===== src/rtl/crc_frame_ctrl_if.sv =====
// Bus bundle between the frame controller, the packet datapath and the
// serial CRC engine. The master side is the controller itself; the slave
// side is whatever surrounds it (datapath, engine, result consumer).

interface crc_frame_ctrl_if #(
  parameter int CRC_W = 8
);

  // Frame byte stream from the packet datapath
  logic [7:0]       inData;
  logic             inLast;
  logic             inValid;
  logic             inReady;

  // Serial engine control and result
  logic             crcRstN;
  logic             crcActive;
  logic             crcData;
  logic             crcSer;
  logic             crcValid;

  // Collected result and error pulses
  logic [CRC_W-1:0] outCrc;
  logic             outValid;
  logic             outReady;
  logic             errUnderrun;
  logic             errTimeout;

  modport master (
    input  inData, inLast, inValid, crcSer, crcValid, outReady,
    output inReady, crcRstN, crcActive, crcData, outCrc, outValid,
           errUnderrun, errTimeout
  );

  modport slave (
    output inData, inLast, inValid, crcSer, crcValid, outReady,
    input  inReady, crcRstN, crcActive, crcData, outCrc, outValid,
           errUnderrun, errTimeout
  );

endinterface


===== src/rtl/crc_frame_ctrl.sv =====
// Frame-level sequencer for an external serial CRC engine. Buffers one byte
// ahead, clears the engine at frame start, streams bytes LSB-first with the
// engine's ACTIVE held unbroken across byte boundaries, then gathers the
// engine's serial result into a parallel word held until downstream takes it.

module crc_frame_ctrl #(
  parameter int CRC_W   = 8,
  parameter int TIMEOUT = 16
) (
  input logic               clk_i,
  input logic               rst_i,
  crc_frame_ctrl_if.master  bus
);

  localparam logic [2:0] IDLE  = 3'd0;
  localparam logic [2:0] CLEAR = 3'd1;
  localparam logic [2:0] SHIFT = 3'd2;
  localparam logic [2:0] DRAIN = 3'd3;
  localparam logic [2:0] HOLD  = 3'd4;

  localparam int RC_W = $clog2(CRC_W + 1);
  localparam int TC_W = $clog2(TIMEOUT + 1);

  logic [2:0]       state_q, state_d;
  logic [7:0]       hbData_q, hbData_d;
  logic             hbLast_q, hbLast_d;
  logic             hbFull_q, hbFull_d;
  logic             lastPend_q, lastPend_d;
  logic [7:0]       srData_q, srData_d;
  logic             curLast_q, curLast_d;
  logic [2:0]       bitCnt_q, bitCnt_d;
  logic [RC_W-1:0]  resCnt_q, resCnt_d;
  logic [TC_W-1:0]  toCnt_q, toCnt_d;
  logic [CRC_W-1:0] outCrc_q, outCrc_d;
  logic             errUnd_q, errUnd_d;
  logic             errTo_q, errTo_d;
  logic             accept;

  // Byte handshake: the holding register takes a byte only when empty and no
  // frame-ending byte is still waiting to be streamed
  always_comb begin
    bus.inReady = !hbFull_q && !lastPend_q && !rst_i;
    accept      = bus.inValid && bus.inReady;
  end

  // Engine-facing and downstream outputs, decoded from the current state
  always_comb begin
    bus.crcRstN     = !(rst_i || (state_q == CLEAR));
    bus.crcActive   = (state_q == SHIFT);
    bus.crcData     = (state_q == SHIFT) ? srData_q[bitCnt_q] : 1'b0;
    bus.outValid    = (state_q == HOLD);
    bus.outCrc      = outCrc_q;
    bus.errUnderrun = errUnd_q;
    bus.errTimeout  = errTo_q;
  end

  // Next-state logic for the frame sequencer and its buffers and counters
  always_comb begin
    state_d    = state_q;
    hbData_d   = hbData_q;
    hbLast_d   = hbLast_q;
    hbFull_d   = hbFull_q;
    lastPend_d = lastPend_q;
    srData_d   = srData_q;
    curLast_d  = curLast_q;
    bitCnt_d   = bitCnt_q;
    resCnt_d   = resCnt_q;
    toCnt_d    = toCnt_q;
    outCrc_d   = outCrc_q;
    errUnd_d   = 1'b0;
    errTo_d    = 1'b0;

    if (accept) begin
      hbData_d = bus.inData;
      hbLast_d = bus.inLast;
      hbFull_d = 1'b1;
      if (bus.inLast) lastPend_d = 1'b1;
    end

    case (state_q)
      IDLE: begin
        if (hbFull_q) state_d = CLEAR;
      end
      CLEAR: begin
        srData_d  = hbData_q;
        curLast_d = hbLast_q;
        hbFull_d  = 1'b0;
        bitCnt_d  = 3'd0;
        state_d   = SHIFT;
      end
      SHIFT: begin
        bitCnt_d = bitCnt_q + 3'd1;
        if (bitCnt_q == 3'd7) begin
          if (curLast_q) begin
            state_d    = DRAIN;
            resCnt_d   = '0;
            toCnt_d    = '0;
            lastPend_d = 1'b0;
          end else if (hbFull_q) begin
            srData_d  = hbData_q;
            curLast_d = hbLast_q;
            hbFull_d  = 1'b0;
            bitCnt_d  = 3'd0;
          end else begin
            // A byte that arrives in this very cycle belongs to the aborted
            // frame, so it is dropped along with the partial frame
            state_d    = IDLE;
            errUnd_d   = 1'b1;
            lastPend_d = 1'b0;
            hbFull_d   = 1'b0;
          end
        end
      end
      DRAIN: begin
        toCnt_d = toCnt_q + TC_W'(1);
        if (bus.crcValid) begin
          for (int k = 0; k < CRC_W; k++) begin
            if (resCnt_q == RC_W'(k)) outCrc_d[k] = bus.crcSer;
          end
          resCnt_d = resCnt_q + RC_W'(1);
        end
        // A completed result wins over a timeout landing on the same cycle
        if (bus.crcValid && (resCnt_q == RC_W'(CRC_W - 1))) begin
          state_d = HOLD;
        end else if (toCnt_q == TC_W'(TIMEOUT - 1)) begin
          state_d  = IDLE;
          errTo_d  = 1'b1;
          outCrc_d = outCrc_q;
        end
      end
      HOLD: begin
        if (bus.outReady) state_d = IDLE;
      end
      default: state_d = IDLE;
    endcase
  end

  // State registers with synchronous reset
  always_ff @(posedge clk_i) begin
    if (rst_i) begin
      state_q    <= IDLE;
      hbData_q   <= '0;
      hbLast_q   <= 1'b0;
      hbFull_q   <= 1'b0;
      lastPend_q <= 1'b0;
      srData_q   <= '0;
      curLast_q  <= 1'b0;
      bitCnt_q   <= '0;
      resCnt_q   <= '0;
      toCnt_q    <= '0;
      outCrc_q   <= '0;
      errUnd_q   <= 1'b0;
      errTo_q    <= 1'b0;
    end else begin
      state_q    <= state_d;
      hbData_q   <= hbData_d;
      hbLast_q   <= hbLast_d;
      hbFull_q   <= hbFull_d;
      lastPend_q <= lastPend_d;
      srData_q   <= srData_d;
      curLast_q  <= curLast_d;
      bitCnt_q   <= bitCnt_d;
      resCnt_q   <= resCnt_d;
      toCnt_q    <= toCnt_d;
      outCrc_q   <= outCrc_d;
      errUnd_q   <= errUnd_d;
      errTo_q    <= errTo_d;
    end
  end

endmodule


===== src/flat_wrapper.sv =====
// flat-port wrapper written by rule: the top's interface ports become plain ports
module crc_frame_ctrl_flat 
#(
  parameter int CRC_W   = 8,
  parameter int TIMEOUT = 16
)
  (clk_i, rst_i, bus_inData, bus_inLast, bus_inValid, bus_crcSer, bus_crcValid, bus_outReady, bus_inReady, bus_crcRstN, bus_crcActive, bus_crcData, bus_outCrc, bus_outValid, bus_errUnderrun, bus_errTimeout);
  crc_frame_ctrl_if #(.CRC_W(CRC_W)) bus_i ();
  input logic clk_i;
  input logic rst_i;
  input wire logic [$bits(bus_i.inData)-1:0] bus_inData;
  input wire logic [$bits(bus_i.inLast)-1:0] bus_inLast;
  input wire logic [$bits(bus_i.inValid)-1:0] bus_inValid;
  input wire logic [$bits(bus_i.crcSer)-1:0] bus_crcSer;
  input wire logic [$bits(bus_i.crcValid)-1:0] bus_crcValid;
  input wire logic [$bits(bus_i.outReady)-1:0] bus_outReady;
  output wire logic [$bits(bus_i.inReady)-1:0] bus_inReady;
  output wire logic [$bits(bus_i.crcRstN)-1:0] bus_crcRstN;
  output wire logic [$bits(bus_i.crcActive)-1:0] bus_crcActive;
  output wire logic [$bits(bus_i.crcData)-1:0] bus_crcData;
  output wire logic [$bits(bus_i.outCrc)-1:0] bus_outCrc;
  output wire logic [$bits(bus_i.outValid)-1:0] bus_outValid;
  output wire logic [$bits(bus_i.errUnderrun)-1:0] bus_errUnderrun;
  output wire logic [$bits(bus_i.errTimeout)-1:0] bus_errTimeout;
  assign bus_i.inData = bus_inData;
  assign bus_i.inLast = bus_inLast;
  assign bus_i.inValid = bus_inValid;
  assign bus_i.crcSer = bus_crcSer;
  assign bus_i.crcValid = bus_crcValid;
  assign bus_i.outReady = bus_outReady;
  assign bus_inReady = bus_i.inReady;
  assign bus_crcRstN = bus_i.crcRstN;
  assign bus_crcActive = bus_i.crcActive;
  assign bus_crcData = bus_i.crcData;
  assign bus_outCrc = bus_i.outCrc;
  assign bus_outValid = bus_i.outValid;
  assign bus_errUnderrun = bus_i.errUnderrun;
  assign bus_errTimeout = bus_i.errTimeout;
  crc_frame_ctrl #(.CRC_W(CRC_W), .TIMEOUT(TIMEOUT)) u_core (.clk_i(clk_i), .rst_i(rst_i), .bus(bus_i));
endmodule

===== config.mk =====
export PLATFORM = sky130hd
export DESIGN_NAME = crc_frame_ctrl_flat
export DESIGN_NICKNAME = d
export VERILOG_FILES = /design/src/rtl/crc_frame_ctrl_if.sv /design/src/rtl/crc_frame_ctrl.sv /design/src/flat_wrapper.sv
export SDC_FILE = /design/constraint.sdc
export NUM_CORES = 1
export LEC_CHECK = 0
export CAP_MARGIN = 20
export CORE_UTILIZATION = 54
export DETAILED_ROUTE_END_ITERATION = 10
export PLACE_DENSITY = 0.75
export SLEW_MARGIN = 20
export SYNTH_ARGS = -nofsm -noshare
export SYNTH_HDL_FRONTEND = slang
export SYNTH_SLANG_ARGS = --single-unit
export TNS_END_PERCENT = 5

===== constraint.sdc =====
create_clock -name clk_i -period 1.8 [get_ports clk_i]
set_input_delay 0.36 -clock clk_i [delete_from_list [all_inputs] [get_ports clk_i]]
set_output_delay 0.36 -clock clk_i [all_outputs]
set_load 0.02 [all_outputs]

==> out/qor.csv <==
metric;value;unit
status;finished, violations left;
failing checks;setup timing;
leak pwr;1.05;nW
pwr dens;721;mW/mm^2
clock latency on the worst-skew pair;0.30;ns
Max Used Layer;met4;
largest net degree at the start of global routing;24;
total CTS buffers;5;
CTS sink count;45;
Hold EP;u_core.hbData_q[6];
Final Max Tran Viols;0;
met3 wire length;109;um
Worst EP required;1.44;ns
Post-synth top cells;dfxtp_1 (45), nand2b_1 (28), a21oi_1 (21), nand2_1 (21), mux2i_1 (19);
Worst Hold Depth;2;
Worst R2R Path Depth;7;
transition time of the tightest slew-check pin;0.398;ns
synth unique cells;50;
FF-to-FF Start;u_core.bitCnt_q[0];
Synth Cell Area;0.00234;mm^2
Final WS setup;-0.130;ns
layout cell share with drive strength beyond 1;0.176;
initial core utilization;0.573;
crit end category;output pin;
largest area contributor in the netlist;dfxtp_1;
Max Root-Sink Buffers;2;
Routed WL;4.70;mm
#FFs+latches synth;45;
die width;67.8;um
Port-buffer cells;29;
depth of the CTS H-tree;2;
vias in the first global route;1780;
Critical Path AT;1.57;ns
post-synthesis sequential area ratio;0.385;
Crit path max-delay family;multiplexers;
relative slew slack;0.734;
CP Launch Type;flop;
drt wl/cell;13.6;um
clock slew seen by the registers of the worst setup and hold paths;0.08;ns
RSZ-0062 raised after global routing;true;
top-count cell post-synth;dfxtp_1;
Final Non-Filler Cells;345;
Syn Inst Count;254;
Worst Path Max Fanout;3;
minimum clock period;1.93;ns
# setup viols final;2;
total grt overflow;0;
HP Class;flop to flop;
flop-to-flop setup slack;-0.01;ns
Final HPWL DP;3.34;mm
Top FF cell, synth;dfxtp_1;
ANT cells;0;
r2r endpoint;u_core.srData_q[6];
kind of critical path;flop to output pin;
Clk Tree Root Cell;clkbuf_8;
crit-path cells;mux4_2, mux2i_2, nor2_1, buf_2;
Die Y;67.8;um
final hold violations;0;
DRT iter0 DRCs;132;
Mapped Nets;277;
final core occ;0.701;
Cell Rows;23;
I/O pins;30;
Synth Warn #;0;
vias post-DR;1911;
final cycle utilization of the critical path;1.07;
number of max-cap violations;0;
core area;0.00409;mm^2
wire length on met1;2.22;mm
die area;0.00460;mm^2
antenna violations before repair;0;
drt drc;0;
Final nets;317;
routability-driven placement congestion ratio;0.793;
Post-Syn Area per Cell;9.22;um^2
Post-synth EDFFs;0;
share of the synthesized area in the top cell type;0.385;
vias per cell;5.54;
placed cells;336;
Routed Antenna Nets;0;
CP Buf/Inv Count;1;
Area growth syn-to-layout;22.4;%
Total GRT Usage;0.223;
CTS tree;done;
delay of the slowest cell on the worst path;0.50;ns
maximum VDD drop;0.000517;V
DR pass1 iterations;4;
Fmax;518;MHz
global-route wire length before repair;7.74;mm
cts hold-fix bufs;0;
CP max stage cell;mux4_2;
min-delay src;u_core.hbData_q[6];
ranking of synthesized cells by area;dfxtp_1 (38%), mux2i_1 (8.1%), nand2b_1 (7.5%);
metal2 WL;2.31;mm
total power;2.07;mW
ys async rst share;0;
skew final;0.00550;ns
[through the flow]
step | TNS [ns] | hold WS (ns) | area, um^2 | setup slack, ns
after floorplan | 0 | 0.436 | 2340 | 0.154
after global placement | -1.28 | 0.444 | 2730 | -0.238
after detailed placement | -1.47 | 0.448 | 2730 | -0.254
after CTS | -0.168 | 0.459 | 2860 | -0.147
after global routing | -1.12 | 0.478 | 2870 | -0.182
final | -0.139 | 0.457 | 2870 | -0.130
[placed cells by master, fill, tap and decap left out, types with 2 or more instances in the layout]
cell type	n
mux4_2	2
dfxtp_1	43
nor2b_1	2
clkdlybuf4s50_1	24
a21oi_1	21
clkdlybuf4s15_2	2
a21oi_2	2
nand4b_1	2
nand2b_4	2
buf_4	19
inv_1	8
mux2i_1	18
nand2_1	21
nor2_1	10
clkbuf_8	6
o21ai_0	11
ha_1	7
nor3_1	4
nor3b_1	2
and3b_1	2
nand3b_1	5
nand2b_1	28
o31ai_1	2
a211oi_1	5
nand3_1	9
nand4_1	3
[kinds of logic after synthesis]
family,after synthesis,synth area share
AO/OA/AOI/OAI,50,0.135
adder cells (fa/ha/maj),8,0.0428
AND/OR/NAND/NOR,103,0.268
XOR/XNOR,1,0.00374
flip-flops,45,0.385
buffers and inverters,25,0.0599
multiplexers,22,0.105
[worst register-to-register path, stage by stage (launching register included)]
cell,delay [ns]
dfxtp_4,0.37
buf_4,0.10
buf_4,0.10
ha_1,0.15
ha_2,0.23
nand4bb_1,0.20
o22ai_4,0.35
mux2i_1,0.24
[sequential cells by signal, summed over array words and instances, names as in the netlist, 3 cells and up]
name / cells
u_core.srData_q: 8
u_core.hbData_q: 8
u_core.resCnt_q: 4
u_core.toCnt_q: 5
u_core.bitCnt_q: 3
u_core.state_q: 3
u_core.bus.outCrc: 8
[power by group]
| group | internal [mW] | switching, mW | total (mW) |
|---|---|---|---|
| Combinational | 0.123 | 0.123 | 0.246 |
| Clock | 0.453 | 0.336 | 0.789 |
| Sequential | 1.02 | 0.0148 | 1.03 |
| Total | 1.59 | 0.474 | 2.07 |
[how the worst max path moves through the flow]
| stage | start | end | cells past startpoint |
|---|---|---|---|
| after floorplan | u_core.bitCnt_q[0] | u_core.resCnt_q[0] | 6 |
| after global placement | u_core.bitCnt_q[0] | bus_crcData | 4 |
| after detailed placement | u_core.bitCnt_q[0] | bus_crcData | 4 |
| after CTS | u_core.bitCnt_q[0] | bus_crcData | 4 |
| after global routing | u_core.bitCnt_q[0] | bus_crcData | 4 |
| final | u_core.bitCnt_q[0] | bus_crcData | 4 |
[routing by layer]
layer	vias up	track usage
met4	0	0.0755
met3	7	0.0417
li1	975	-
met5	-	0
met2	22	0.402
met1	907	0.263
[timing repair]
| item | 4_1_cts | 5_1_grt |
|---|---|---|
| setup endpoints to repair | 14 | 22 |
| gates resized for setup | 18 | 5 |
| buffers inserted | 1 | 0 |
| cloned | 0 | 0 |
| pin swaps | 1 | 1 |
[final cells by class]
| cell class | instances | area [um^2] |
|---|---|---|
| clock buffers | 7 | 86.3 |
| clock inverters | 1 | 30.0 |
| well taps | 50 | 62.6 |
| fillers | 348 | 1220 |
| multi-input cells | 184 | 1310 |
| inverters | 9 | 33.8 |
| flip-flops and latches | 45 | 906 |
| repair buffers | 49 | 435 |
Power figures use the tool's default switching activity.
